## src/rtl/adder_pkg.sv

```systemverilog
// Shared constants and helpers for the pipelined add/subtract unit.
// Holds default geometry, the op encoding and the stage-count helper.
package adder_pkg;

  localparam int unsigned DefaultWidth = 16;
  localparam int unsigned DefaultChunk = 4;

  localparam logic OP_ADD = 1'b0;
  localparam logic OP_SUB = 1'b1;

  function automatic int unsigned adder_stages(input int unsigned width,
                                               input int unsigned chunk);
    return (chunk == 0) ? 1 : width / chunk;
  endfunction

endpackage

```

## src/rtl/add_slice.sv

```systemverilog
// Combinational CHUNK-bit adder slice: sum, carry-out and the carry into its top bit.
// The top-bit carry lets the final slice derive signed overflow.
module add_slice
  import adder_pkg::*;
#(
  parameter int unsigned CHUNK = DefaultChunk
) (
  input  logic [CHUNK-1:0] a,
  input  logic [CHUNK-1:0] b,
  input  logic             cin,
  output logic [CHUNK-1:0] s,
  output logic             cout,
  output logic             c_msb_in
);

  logic [CHUNK:0] full;

  assign full     = {1'b0, a} + {1'b0, b} + {{CHUNK{1'b0}}, cin};
  assign s        = full[CHUNK-1:0];
  assign cout     = full[CHUNK];
  // Carry into the top bit is recovered from that bit's sum equation.
  assign c_msb_in = a[CHUNK-1] ^ b[CHUNK-1] ^ s[CHUNK-1];

endmodule

```

## src/rtl/adder_pipe_param.sv

```systemverilog
// Pipelined WIDTH-bit add/subtract, one CHUNK-bit slice per stage, valid/ready on both sides.
// Registered outputs; in_ready depends combinationally on out_ready.
module adder_pipe_param
  import adder_pkg::*;
#(
  parameter int unsigned WIDTH = DefaultWidth,
  parameter int unsigned CHUNK = DefaultChunk
) (
  input  logic             clk,
  input  logic             rst,
  input  logic             in_valid,
  output logic             in_ready,
  input  logic [WIDTH-1:0] a,
  input  logic [WIDTH-1:0] b,
  input  logic             cin,
  input  logic             sub,
  output logic             out_valid,
  input  logic             out_ready,
  output logic [WIDTH-1:0] sum,
  output logic             cout,
  output logic             ovf
);

  localparam int unsigned STAGES    = adder_stages(WIDTH, CHUNK);
  localparam int unsigned ChunkSafe = (CHUNK < 1) ? 1 : CHUNK;

  if ((CHUNK < 1) || (WIDTH < ChunkSafe) || ((WIDTH % ChunkSafe) != 0)) begin : g_param_check
    $fatal(1, "adder_pipe_param: WIDTH must be a non-zero multiple of CHUNK (CHUNK >= 1)");
  end

  logic [WIDTH-1:0]  b_eff;
  logic              c0;
  logic              adv;
  logic              ovf_q;
  logic [STAGES-1:0] vld_q, carry_q;
  logic [STAGES-1:0] st_vld, st_cin, sl_cout, sl_cmsb;
  logic [WIDTH-1:0]  a_q [STAGES];
  logic [WIDTH-1:0]  b_q [STAGES];
  logic [WIDTH-1:0]  sum_q [STAGES];
  logic [WIDTH-1:0]  st_a [STAGES];
  logic [WIDTH-1:0]  st_b [STAGES];
  logic [WIDTH-1:0]  st_sum [STAGES];
  logic [WIDTH-1:0]  sum_d [STAGES];
  logic [CHUNK-1:0]  sl_s [STAGES];

  assign b_eff     = (sub == OP_ADD) ? b : ~b;
  assign c0        = (sub == OP_SUB) ? ~cin : cin;
  assign adv       = ~vld_q[STAGES-1] | out_ready;
  assign in_ready  = adv & ~rst;
  assign out_valid = vld_q[STAGES-1];
  assign sum       = sum_q[STAGES-1];
  assign cout      = carry_q[STAGES-1];
  assign ovf       = ovf_q;

  // Whole operand words travel down the pipe; stage k only reads slice k, so the
  // already-consumed low bits and the final stage's copy are never observed.
  for (genvar k = 0; k < STAGES; k++) begin : g_stage
    if (k == 0) begin : g_head
      assign st_vld[k] = in_valid;
      assign st_a[k]   = a;
      assign st_b[k]   = b_eff;
      assign st_sum[k] = '0;
      assign st_cin[k] = c0;
    end else begin : g_body
      assign st_vld[k] = vld_q[k-1];
      assign st_a[k]   = a_q[k-1];
      assign st_b[k]   = b_q[k-1];
      assign st_sum[k] = sum_q[k-1];
      assign st_cin[k] = carry_q[k-1];
    end

    add_slice #(
      .CHUNK(CHUNK)
    ) u_slice (
      .a       (st_a[k][k*CHUNK +: CHUNK]),
      .b       (st_b[k][k*CHUNK +: CHUNK]),
      .cin     (st_cin[k]),
      .s       (sl_s[k]),
      .cout    (sl_cout[k]),
      .c_msb_in(sl_cmsb[k])
    );
  end

  always_comb begin
    for (int k = 0; k < STAGES; k++) begin
      sum_d[k]                   = st_sum[k];
      sum_d[k][k*CHUNK +: CHUNK] = sl_s[k];
    end
  end

  always_ff @(posedge clk) begin
    if (rst) begin
      vld_q   <= '0;
      carry_q <= '0;
      ovf_q   <= 1'b0;
      for (int k = 0; k < STAGES; k++) begin
        a_q[k]   <= '0;
        b_q[k]   <= '0;
        sum_q[k] <= '0;
      end
    end else if (adv) begin
      vld_q <= st_vld;
      // Data registers only load behind a valid entry, so bubbles leave them untouched.
      for (int k = 0; k < STAGES; k++) begin
        if (st_vld[k]) begin
          a_q[k]     <= st_a[k];
          b_q[k]     <= st_b[k];
          sum_q[k]   <= sum_d[k];
          carry_q[k] <= sl_cout[k];
        end
      end
      if (st_vld[STAGES-1]) begin
        ovf_q <= sl_cout[STAGES-1] ^ sl_cmsb[STAGES-1];
      end
    end
  end

  logic unused_tail;
  assign unused_tail = ^{a_q[STAGES-1], b_q[STAGES-1], sl_cmsb};

endmodule

```

## config.mk

```make
export PLATFORM = sky130hd
export DESIGN_NAME = adder_pipe_param
export DESIGN_NICKNAME = d
export VERILOG_FILES = /design/src/rtl/adder_pkg.sv /design/src/rtl/add_slice.sv /design/src/rtl/adder_pipe_param.sv
export SDC_FILE = /design/constraint.sdc
export NUM_CORES = 1
export LEC_CHECK = 0
export CAP_MARGIN = 10
export CORE_MARGIN = 2
export CORE_UTILIZATION = 55
export DETAILED_ROUTE_END_ITERATION = 6
export PLACE_DENSITY = 0.84
export SYNTH_ARGS = -nofsm -noshare
export SYNTH_HDL_FRONTEND = slang
export SYNTH_SLANG_ARGS = --single-unit
```

## constraint.sdc

```tcl
create_clock -name clk -period 2.82 [get_ports clk]
set_input_delay 0.564 -clock clk [delete_from_list [all_inputs] [get_ports clk]]
set_output_delay 0.564 -clock clk [all_outputs]
set_load 0.03 [all_outputs]
```

==> impl_results.md <==
* Die Area at 0.00849 mm²
* Pwr/cell area at 577 mW/mm²
* Post-CTS Hold Fix Bufs at 0
* Post-CTS sizing at 0
* Setup Skew at around 0.012 ns
* Unrepaired setup endpoints after global routing: false
* Yosys cell types at 27
* CTS H-Tree Depth at 3
* Sequential Power Share at 0.566
* Post-Syn Nets at between 300 and 400
* Post-Route Setup TNS at 0 ns
* Crit path kind: in2reg
* Layout area overhead at 21.1%
* VDD IR max at ~0.25 mV
* Pins Over Slew Limit at 0
* Final wirelength at slightly below 6 mm
* PortBufs at 57
* Synth Cell Area at 0.00427 mm²
* Clk pwr share at 0.320
* Fin nets at about 420
* Layout cell share with drive strength beyond 1 at 0.0788
* HPWL after DPL at approximately 4.2 mm
* Initial core utilization at 0.562
* Gr ovfl total at 0
* DRC at 0
* Switching power at about 0.00066 W
* Net Sw Frac at 0.219
* Die W at approximately 92 µm
* Rows at 32
* Worst EP arrival at roughly 2.6 ns
* Pin count of the biggest net entering global routing at 69
* Final setup fails at 0
* Leakage at around 2.2 nW
* Hold Path Class: reg2reg
* Initial antenna violation count at 0
* Fin Hold WS at between 0.5 and 0.6 ns
* Hold Fails Final Rpt at 0
* Clock Path Buffers at 2
* Average wire per standard cell at 12.5 µm
* FF-to-FF setup slack at between 0.7 and 0.8 ns
* Fmax achieved at approximately 0.42 GHz
* DIE HEIGHT at about 90 µm
* Skew-Pair Late Insertion Delay at around 0.36 ns
* TritonCTS clock tree: built
* Reg clk slew, reported paths at 0.08 ns
* Least-Margin Pin Slew at 0.547 ns
* Commonest non-fill, non-tap cell in the layout: edfxtp_1
* Internal power at ~0.0023 W
* Core area at between 0.007 and 0.008 mm²
* Worst Path Required at about 3 ns
* First-pass GRT wire length at about 10 mm
* Post-CTS setup buffers at 0
* All-Layer GR Usage at 0.153
* Synth Register Bits at 97
* Largest fanout on the critical path at 4
* 1st-iter DRT viols at 92
* Slew headroom at 0.635
* Clk sink count at 97
* Syn. warnings at 0
* First-pass DRT Iterations at 4
* Register area share after synthesis at 0.661
* Largest area contributor in the netlist: edfxtp_1
* Via density at approximately 5.1
* Maxcap violations at 0
* CP startpoint kind: input pin
* Logic pwr share at 0.114
* Final Cycle Share at 0.854
* Antenna-violating nets left at 0
* ANT cells at 0
* Yosys top cell area share at 0.618
* Vias in the first global route at ~2,300
* Synth Instances at 305
* Gpl congestion at 0.738
* Count of flip-flops with a built-in enable after synthesis at 88
* CTS Buf Count at 9
* Ports at a little under 60
* Root Buffer Master: clkbuf_8
* Top_reg_cell synth: edfxtp_1
* Commonest cells after routing, fill and taps aside: edfxtp_1 (88), and3_1 (66), clkdlybuf4s50_1 (56)
* Min Clock Period, post-route at between 2 and 2.5 ns
* Crit end category: flop
* Avg Synthesized Cell Area at 14.0 µm²
* Asr flop ratio synth at 0
* Vias after detailed routing at around 2,400
* Run status: completed
* Synth top area cells: edfxtp_1 (62%), and3_1 (9.7%), dfxtp_1 (4.2%), fa_1 (3.7%), ha_1 (3.5%)
## worst max-delay path, cell delays in order
cell	delay (ns)
clkdlybuf4s50_1	0.54
xor2_1	0.24
fa_1	0.45
fa_1	0.42
a21o_1	0.17
a21oi_1	0.14
a311oi_1	0.11
## final cells by class
cell class | instances | area [µm²]
Multi-Input combinational cell | 180 | 1310
Sequential cell | 97 | 2820
Fill cell | 553 | 2430
Clock buffer | 10 | 128
Clock inverter | 6 | 90.1
Inverter | 8 | 30.0
Tap cell | 102 | 128
Timing Repair Buffer | 67 | 668
## cells in the mapped netlist, types with 8 or more instances
cell type  number
a21o_1          9
a21oi_1        12
and3_1         66
clkbuf_1        8
dfxtp_1         9
edfxtp_1       88
fa_1            8
ha_1           12
inv_1           8
nand2_1        10
nor2_1         23
xnor2_1        16
xor2_1          9
## state kept, by name, indices dropped and copies added, names as in the netlist
| register | count |
|---|---|
| vld_q | 4 |
| ovf | 1 |
| carry_q | 4 |
| a_q | 24 |
| b_q | 24 |
| sum_q | 40 |
## worst paths after layout
| kind | startpoint | endpoint | depth (start not counted) |
|---|---|---|---|
| hold reg to reg | carry_q[2] | carry_q[2] | 2 |
| hold / removal | carry_q[2] | carry_q[2] | 2 |
| setup / recovery | sub | carry_q[0] | 7 |
| setup reg to reg | a_q[0][44] | ovf | 8 |
## power by group through the flow
| stage | registers (W) | logic, W | clock network, W |
|---|---|---|---|
| after CTS | 0.00169 | 0.000343 | 0.000973 |
| after detailed placement | 0.00172 | 0.000342 | 0 |
| final | 0.00169 | 0.000340 | 0.000955 |
| after floorplan | 0.00174 | 0.000190 | 0 |
| after global routing | 0.00170 | 0.000377 | 0.00102 |
| after global placement | 0.00172 | 0.000330 | 0 |
## kinds of logic after synthesis
group	Yosys count	synth area share
and+or+nand+nor	107	0.140
DFF	97	0.661
AOI/OAI and AO/OA	28	0.0425
buffers and inverters	28	0.0328
xor gates and xnor gates	25	0.0512
adders and majority gates	20	0.0726
## per-layer routing
| metal | wire, µm | share of wire | track usage |
|---|---|---|---|
| met4 | 130 | 0.022 | 0.0796 |
| met3 | 319 | 0.054 | 0.0279 |
| met2 | 2960 | 0.50 | 0.260 |
| met5 | 0 | 0 | 0 |
| met1 | 2470 | 0.42 | 0.187 |
## per-stage QoR
| stage | power [W] | area [µm²] | setup WS [ns] | instances | utilization |
|---|---|---|---|---|---|
| final | 0.00299 | 5180 | 0.410 | 470 | 0.680 |
| after global routing | 0.00310 | 5180 | 0.355 | 470 | 0.680 |
| after floorplan | 0.00193 | 4270 | 0.392 | 305 | - |
| after CTS | 0.00301 | 5180 | 0.426 | 470 | 0.680 |
| after global placement | 0.00205 | 4960 | 0.116 | 454 | 0.652 |
| after detailed placement | 0.00207 | 4960 | 0.0423 | 454 | 0.652 |
(Power assumes the default switching activity.)
